**src/rtl/control_sequencer.sv**
```systemverilog
// Microprogram sequencer: selects the next control-ROM state from the ROM mode
// field, the decoder, jump targets, and conditions, with a MOC watchdog.
module control_sequencer #(
  parameter int unsigned         STATE_W     = 7,
  parameter logic [STATE_W-1:0]  RESET_STATE = 7'd0,
  parameter logic [STATE_W-1:0]  FETCH_STATE = 7'd1,
  parameter logic [STATE_W-1:0]  TRAP_STATE  = 7'd127,
  parameter int unsigned         MOC_TIMEOUT = 15
) (
  input  logic               clk,
  input  logic               reset,
  input  logic [STATE_W-1:0] State_Sel,
  input  logic [2:0]         NS_Sel,
  input  logic [STATE_W-1:0] CR_Addr,
  input  logic               Cond,
  input  logic               Inv,
  input  logic               MOC,
  output logic [STATE_W-1:0] State,
  output logic               Illegal,
  output logic               Timeout
);

  localparam int unsigned        CNT_W    = $clog2(MOC_TIMEOUT + 1);
  localparam logic [CNT_W-1:0]   CNT_LAST = CNT_W'(MOC_TIMEOUT - 1);

  typedef enum logic [2:0] {
    NS_INC      = 3'd0,
    NS_DECODE   = 3'd1,
    NS_JUMP     = 3'd2,
    NS_COND     = 3'd3,
    NS_WAIT_MOC = 3'd4,
    NS_FETCH    = 3'd5
  } ns_mode_e;

  ns_mode_e           ns_mode;
  logic [STATE_W-1:0] state_q, state_d, state_inc;
  logic [CNT_W-1:0]   wait_cnt_q, wait_cnt_d;
  logic               illegal_q, illegal_d;
  logic               timeout_q, timeout_d;

  assign ns_mode   = ns_mode_e'(NS_Sel);
  assign state_inc = state_q + STATE_W'(1);

  always_comb begin
    state_d    = state_q;
    wait_cnt_d = '0;
    illegal_d  = 1'b0;
    timeout_d  = timeout_q;
    // The trap state holds until reset, whatever the ROM presents.
    if (state_q != TRAP_STATE) begin
      case (ns_mode)
        NS_INC:    state_d = state_inc;
        NS_DECODE: begin
          if (State_Sel != '0) begin
            state_d = State_Sel;
          end else begin
            state_d   = FETCH_STATE;
            illegal_d = 1'b1;
          end
        end
        NS_JUMP:   state_d = CR_Addr;
        NS_COND:   state_d = (Cond ^ Inv) ? CR_Addr : state_inc;
        NS_WAIT_MOC: begin
          // A MOC arriving on the last allowed cycle still wins over the trap.
          if (MOC) begin
            state_d = state_inc;
          end else if (wait_cnt_q == CNT_LAST) begin
            state_d   = TRAP_STATE;
            timeout_d = 1'b1;
          end else begin
            wait_cnt_d = wait_cnt_q + CNT_W'(1);
          end
        end
        NS_FETCH:  state_d = FETCH_STATE;
        default:   state_d = TRAP_STATE;
      endcase
    end
  end

  always_ff @(posedge clk) begin
    if (reset) begin
      state_q    <= RESET_STATE;
      wait_cnt_q <= '0;
      illegal_q  <= 1'b0;
      timeout_q  <= 1'b0;
    end else begin
      state_q    <= state_d;
      wait_cnt_q <= wait_cnt_d;
      illegal_q  <= illegal_d;
      timeout_q  <= timeout_d;
    end
  end

  assign State   = state_q;
  assign Illegal = illegal_q;
  assign Timeout = timeout_q;

endmodule

```
**config.mk**
```make
export PLATFORM = sky130hd
export DESIGN_NAME = control_sequencer
export DESIGN_NICKNAME = d
export VERILOG_FILES = /design/src/rtl/control_sequencer.sv
export SDC_FILE = /design/constraint.sdc
export NUM_CORES = 1
export LEC_CHECK = 0
export ABC_AREA = 1
export CORE_MARGIN = 2
export CORE_UTILIZATION = 41
export CTS_CLUSTER_DIAMETER = 50
export CTS_CLUSTER_SIZE = 30
export DETAILED_ROUTE_END_ITERATION = 6
export PLACE_DENSITY = 0.72
export RECOVER_POWER = 50
export SLEW_MARGIN = 20
export SYNTH_ARGS = -nofsm -noshare
export SYNTH_HDL_FRONTEND = slang
export SYNTH_SLANG_ARGS = --single-unit
```
**constraint.sdc**
```tcl
create_clock -name clk -period 1.45 [get_ports clk]
set_input_delay 0.29 -clock clk [delete_from_list [all_inputs] [get_ports clk]]
set_output_delay 0.29 -clock clk [all_outputs]
set_load 0.02 [all_outputs]
```
Yosys cells after proc, flatten, opt, wreduce, memory -nomap -nowiden --
Index checks and enable logic that the tools add are counted.
Cells by class: $add $sub $neg 2, eq/ne operators 8, mux-type cells 6, bitwise logic cells 5, reduce and logical (&&, ||, !) cells 6
Operator list (count):
- case mux 7 bit (6 select lines) | 1
- two-way mux 7 bit | 4
- adder 7 x 1 -> 7 bit (second input constant) | 1
- inequality test 7 bit (second input constant) | 1
- nonzero test 7 bit | 1
- equality test 3 x 2 -> 1 bit (second input constant) | 2
- equality test 3 bit (second input constant) | 2
- OR reduction 5 bit | 1
- adder 4 x 1 -> 4 bit (second input constant) | 1
- equality test 4 bit (second input constant) | 1
- inverter 1 bit | 4
- AND reduction 4 bit | 1
- equality test 3 x 1 -> 1 bit (second input constant) | 1
- logical NOT 3 bit | 1
- inequality test 3 bit (second input constant) | 1
- OR reduction 3 bit | 1
- AND reduction 2 bit | 1
- two-way mux 1 bit | 1
- bitwise XOR 1 bit | 1
Word-level totals: register bits 13, output and inout bits 9, logic and storage cells 31

Logic depth before layout (Yosys ltp) --
word-level depth 4, mapped depth 9, mapped depth without buffers 9

Least setup slack after synthesis --
No wires, ideal clock.
path kind flip-flop to flip-flop, start point register state_q[0] (netlist: State[0]), end point register state_q[2] (netlist: State[2]), library setup time 0.117 ns, data arrival time 1.247 ns, required time 1.333 ns, slack 0.086 ns, stages on the path, launching flop included 7, path buffers 0, clock period less this slack 1.364 ns, cell sequence dfxtp_1 ha_1 nand3_2 nor2_2 nor2_2 o21ai_0 nor2_1
Between the ends: longest elaborated chain between the ends 3, elaborated cells between the ends (all ways) 6, those cells by class add/sub: 1; eq/ne: 1; mux: 3; reduce/logical: 1
Ends and longest elaborated chain:
- start: declaration | RTL line 36 | logic [STATE_W-1:0] state_q, state_d, state_inc;
- start signal: assignment | RTL line 87 | state_q <= state_d;
- adder 7 x 1 -> 7 bit | RTL line 42 | assign state_inc = state_q + STATE_W'(1);
- two-way mux 7 bit (on tied branches) | RTL line 65, 62
- case mux 7 bit (6 select lines) | RTL line 51 | case (ns_mode)
Several ways; a longest one is shown, not always the timed one. A chain may end at the register's enable or synchronous reset.

Worst setup path after layout --
start point register state_q[0] (netlist: State[0]), end point register wait_cnt_q[0]
Between the ends: longest elaborated chain between the ends 3
Ends and longest elaborated chain:
- inequality test 7 bit | RTL line 50 | if (state_q != TRAP_STATE) begin
- inverter 1 bit (no source line)
- OR reduction 5 bit (no source line)
- end signal: assignment | RTL line 88 | wait_cnt_q <= wait_cnt_d;
- end: declaration | RTL line 37 | logic [CNT_W-1:0] wait_cnt_q, wait_cnt_d;
No other way between the ends.

==> flow_summary.yaml <==
status:
  status: "finished, final reports clean"
yosys:
  synth_edf_count: 0
  synth-seq-cells: 13
  synth_warnings: 0
  synth_cell_types: 18
  synth_nets: 189
  syn_area_um2: 972
  synthArstFlopShare_pct: 0
  synthCells: 164
  synth_ff_type: "dfxtp_1"
  avgSynthCellArea_um2: 5.93
  yosysSeqAreaShare_pct: 26.8
detailed_routing:
  drt_first_iter_violations: 20
  drt_pass1_iterations: 4
  detail-route-antenna-nets: 0
  via_per_inst: 4.81
  routed_wl_um: 2640
  routedWlPerCell_um: 11.3
  drc: 0
  vias: 1121
layout:
  final_nets: 231
  fillers: 230
  antenna_cells: 0
  area.growth.synth_to_final_pct: 44.0
  final_cell_area_um2: 1400
  drive_above_1_share_pct: 11.7
floorplanning:
  initial_core_util_pct: 43.5
  dieArea_um2: 2780
  io_pins: 31
  rows: 17
  core_um2: 2230
  die_x_um: 52.7
  die_h_um: 52.7
sta:
  min_period_ns: 1.38
  fmax_mhz: 726
  finalCritPeriodShare_pct: 95.0
  tightest_slew_ns: 0.272
  finalMaxSlewViolations: 0
  hold_viol: 0
  setup_ws_ns: 0.0719
  fin_hold_ws_ns: 0.436
  fin_skew_ns: 0.00666
  setup_viol: 0
  slew_headroom_pct: 81.8
  rsz0062_at_grt: "yes"
clocking:
  cts_buffers: 3
  clock_latency_ns: 0.29
  ctsRootBufferMaster: "clkbuf_4"
  ctsHoldBuffers: 0
  clk_pin_slew_ns: 0.09
  clock-sinks: 13
  h-tree-depth: 1
  cts_tree: "built"
  ctsLongestPathBuffers: 2
critical_path:
  arrival_ns: 1.55
  cp.required_ns: 1.62
  worstSetupPathType: "reg2reg"
  cp_slowest_cell: "dfxtp_1"
  path_cells: "ha_2 > nand2_1 > inv_1 > nand3_1 > nand3_1 > nor2_1"
  slowest_delay_ns: 0.40
  r2r_cells: 6
  r2r_start: "State[0]$_SDFFE_PP0P_"
  r2r_slack_ns: 0.07
  worst_path_dominant_cell_family: "simple AND/OR/NAND/NOR gates"
  critPathMostFrequentCell: "nand3_1"
  r2r_end: "wait_cnt_q[0]$_SDFF_PP0_"
  cp_max_fo: 5
  critPathLaunchType: "flip-flop"
  crit_path_end_kind: "flip-flop"
  worst-path-buf-inv: 1
grt:
  grt_pass1_wl_um: 4350
  first_global_vias: 1048
  grt_overflow: 0
  antenna_found_initial: 0
  grt_start_max_net_pins: 10
  grt_util_all_layers_pct: 21.3
hold_path:
  min_from: "wait_cnt_q[0]$_SDFF_PP0_"
  hold_class: "reg2reg"
  holdPathEnd: "wait_cnt_q[0]$_SDFF_PP0_"
  min_delay_path_depth: 1
power:
  leakage_nw: 0.745
  p_per_area_nw_per_um2: 649
  vdd_ir_drop_max_mv: 0.494
place:
  dpl.hpwl_um: 2120
  place.gp.congestion: 0.868
  pre_cts_slack_ns: -0.240
  io_buffer_count: 30
  dpl-instance-area_um2: 1350
job:
  maxCapViolCount: 0
## cell type report
class,instances,area (um2),share of cell area (%)
multi-input combinational,126,631,45.0
tap,28,35.0,2.50
timing repair buffer,38,357,25.5
clock buffer,4,26.3,1.88
inverter,24,90.1,6.43
sequential,13,262,18.7
## kinds of logic after synthesis
kind of cell / Yosys count / synth area share [%]
AOI/OAI and AO/OA: 14 / 7.46
xor gates and xnor gates: 3 / 2.70
DFF: 13 / 26.8
adders and majority gates: 3 / 3.86
buffers and inverters: 25 / 10.4
and+or+nand+nor: 106 / 48.8
## what timing repair did
item / CTS / global route
setup endpoints to repair: 9 / 11
buffers inserted: 0 / 1
gates resized for setup: 9 / 10
pin swaps: 0 / 1
## layer usage
layer,up-vias,GRT usage (%),wire length [um]
met5,-,0,0
met4,0,8.97,34
met3,4,4.00,153
met2,36,35.6,1270
met1,486,26.5,1180
li1,595,-,-
## synthesized netlist by cell type, drive strengths merged (2+ instances only)
| cell | count | area, um2 |
|---|---|---|
| inv | 24 | 90.1 |
| nand2 | 43 | 166 |
| nor2 | 38 | 170 |
| o21ai | 10 | 50.1 |
| a21oi | 3 | 15.0 |
| dfxtp | 13 | 260 |
| ha | 3 | 37.5 |
| nand3 | 23 | 125 |
| xnor2 | 2 | 17.5 |
## where the power goes
part	total (mW)	internal [mW]	switching [mW]
registers	0.397	0.376	0.0216
logic	0.274	0.129	0.145
clock network	0.237	0.107	0.130
## stage by stage
stage	util [%]	instances	total power, mW	TNS [ns]
floorplan	-	164	0.548	0
global route	62.7	233	0.966	-0.168
detailed placement	60.4	228	0.688	-2.30
CTS	61.1	232	0.913	0
global placement	60.4	228	0.682	-2.15
finish	62.7	233	0.908	0
## cells in the final DEF, fill, tap and decap left out, types with 5 or more instances in the layout
master	n
buf_4	8
clkdlybuf4s50_1	18
dfxtp_1	12
dlygate4sd2_1	9
inv_1	24
nand2_1	41
nand3_1	20
nor2_1	32
nor2_4	5
o21ai_0	9
## registers in the layout (all words and copies together) (netlist names)
signal and cells:
State 7, Illegal 1, Timeout 1, wait_cnt_q 4
## worst max-delay path by stage
| stage | end | slack, ns | startpoint | cells past startpoint |
|---|---|---|---|---|
| global route | wait_cnt_q[0]$_SDFF_PP0_ | -0.04 | State[0]$_SDFFE_PP0P_ | 6 |
| global placement | State[4]$_SDFFE_PP0P_ | -0.24 | NS_Sel[2] | 8 |
| floorplan | State[2]$_SDFFE_PP0P_ | 0.09 | State[0]$_SDFFE_PP0P_ | 6 |
| detailed placement | State[0]$_SDFFE_PP0P_ | -0.24 | NS_Sel[2] | 8 |
| CTS | State[0]$_SDFFE_PP0P_ | 0.07 | NS_Sel[2] | 8 |
| finish | wait_cnt_q[0]$_SDFF_PP0_ | 0.07 | State[0]$_SDFFE_PP0P_ | 6 |
## worst reg2reg max path, stage by stage (launching register included)
cell and delay, ns:
dfxtp_1 0.40, ha_2 0.24, nand2_1 0.09, inv_1 0.08
nand3_1 0.17, nand3_1 0.23, nor2_1 0.06
Power figures use the tool's default switching activity.
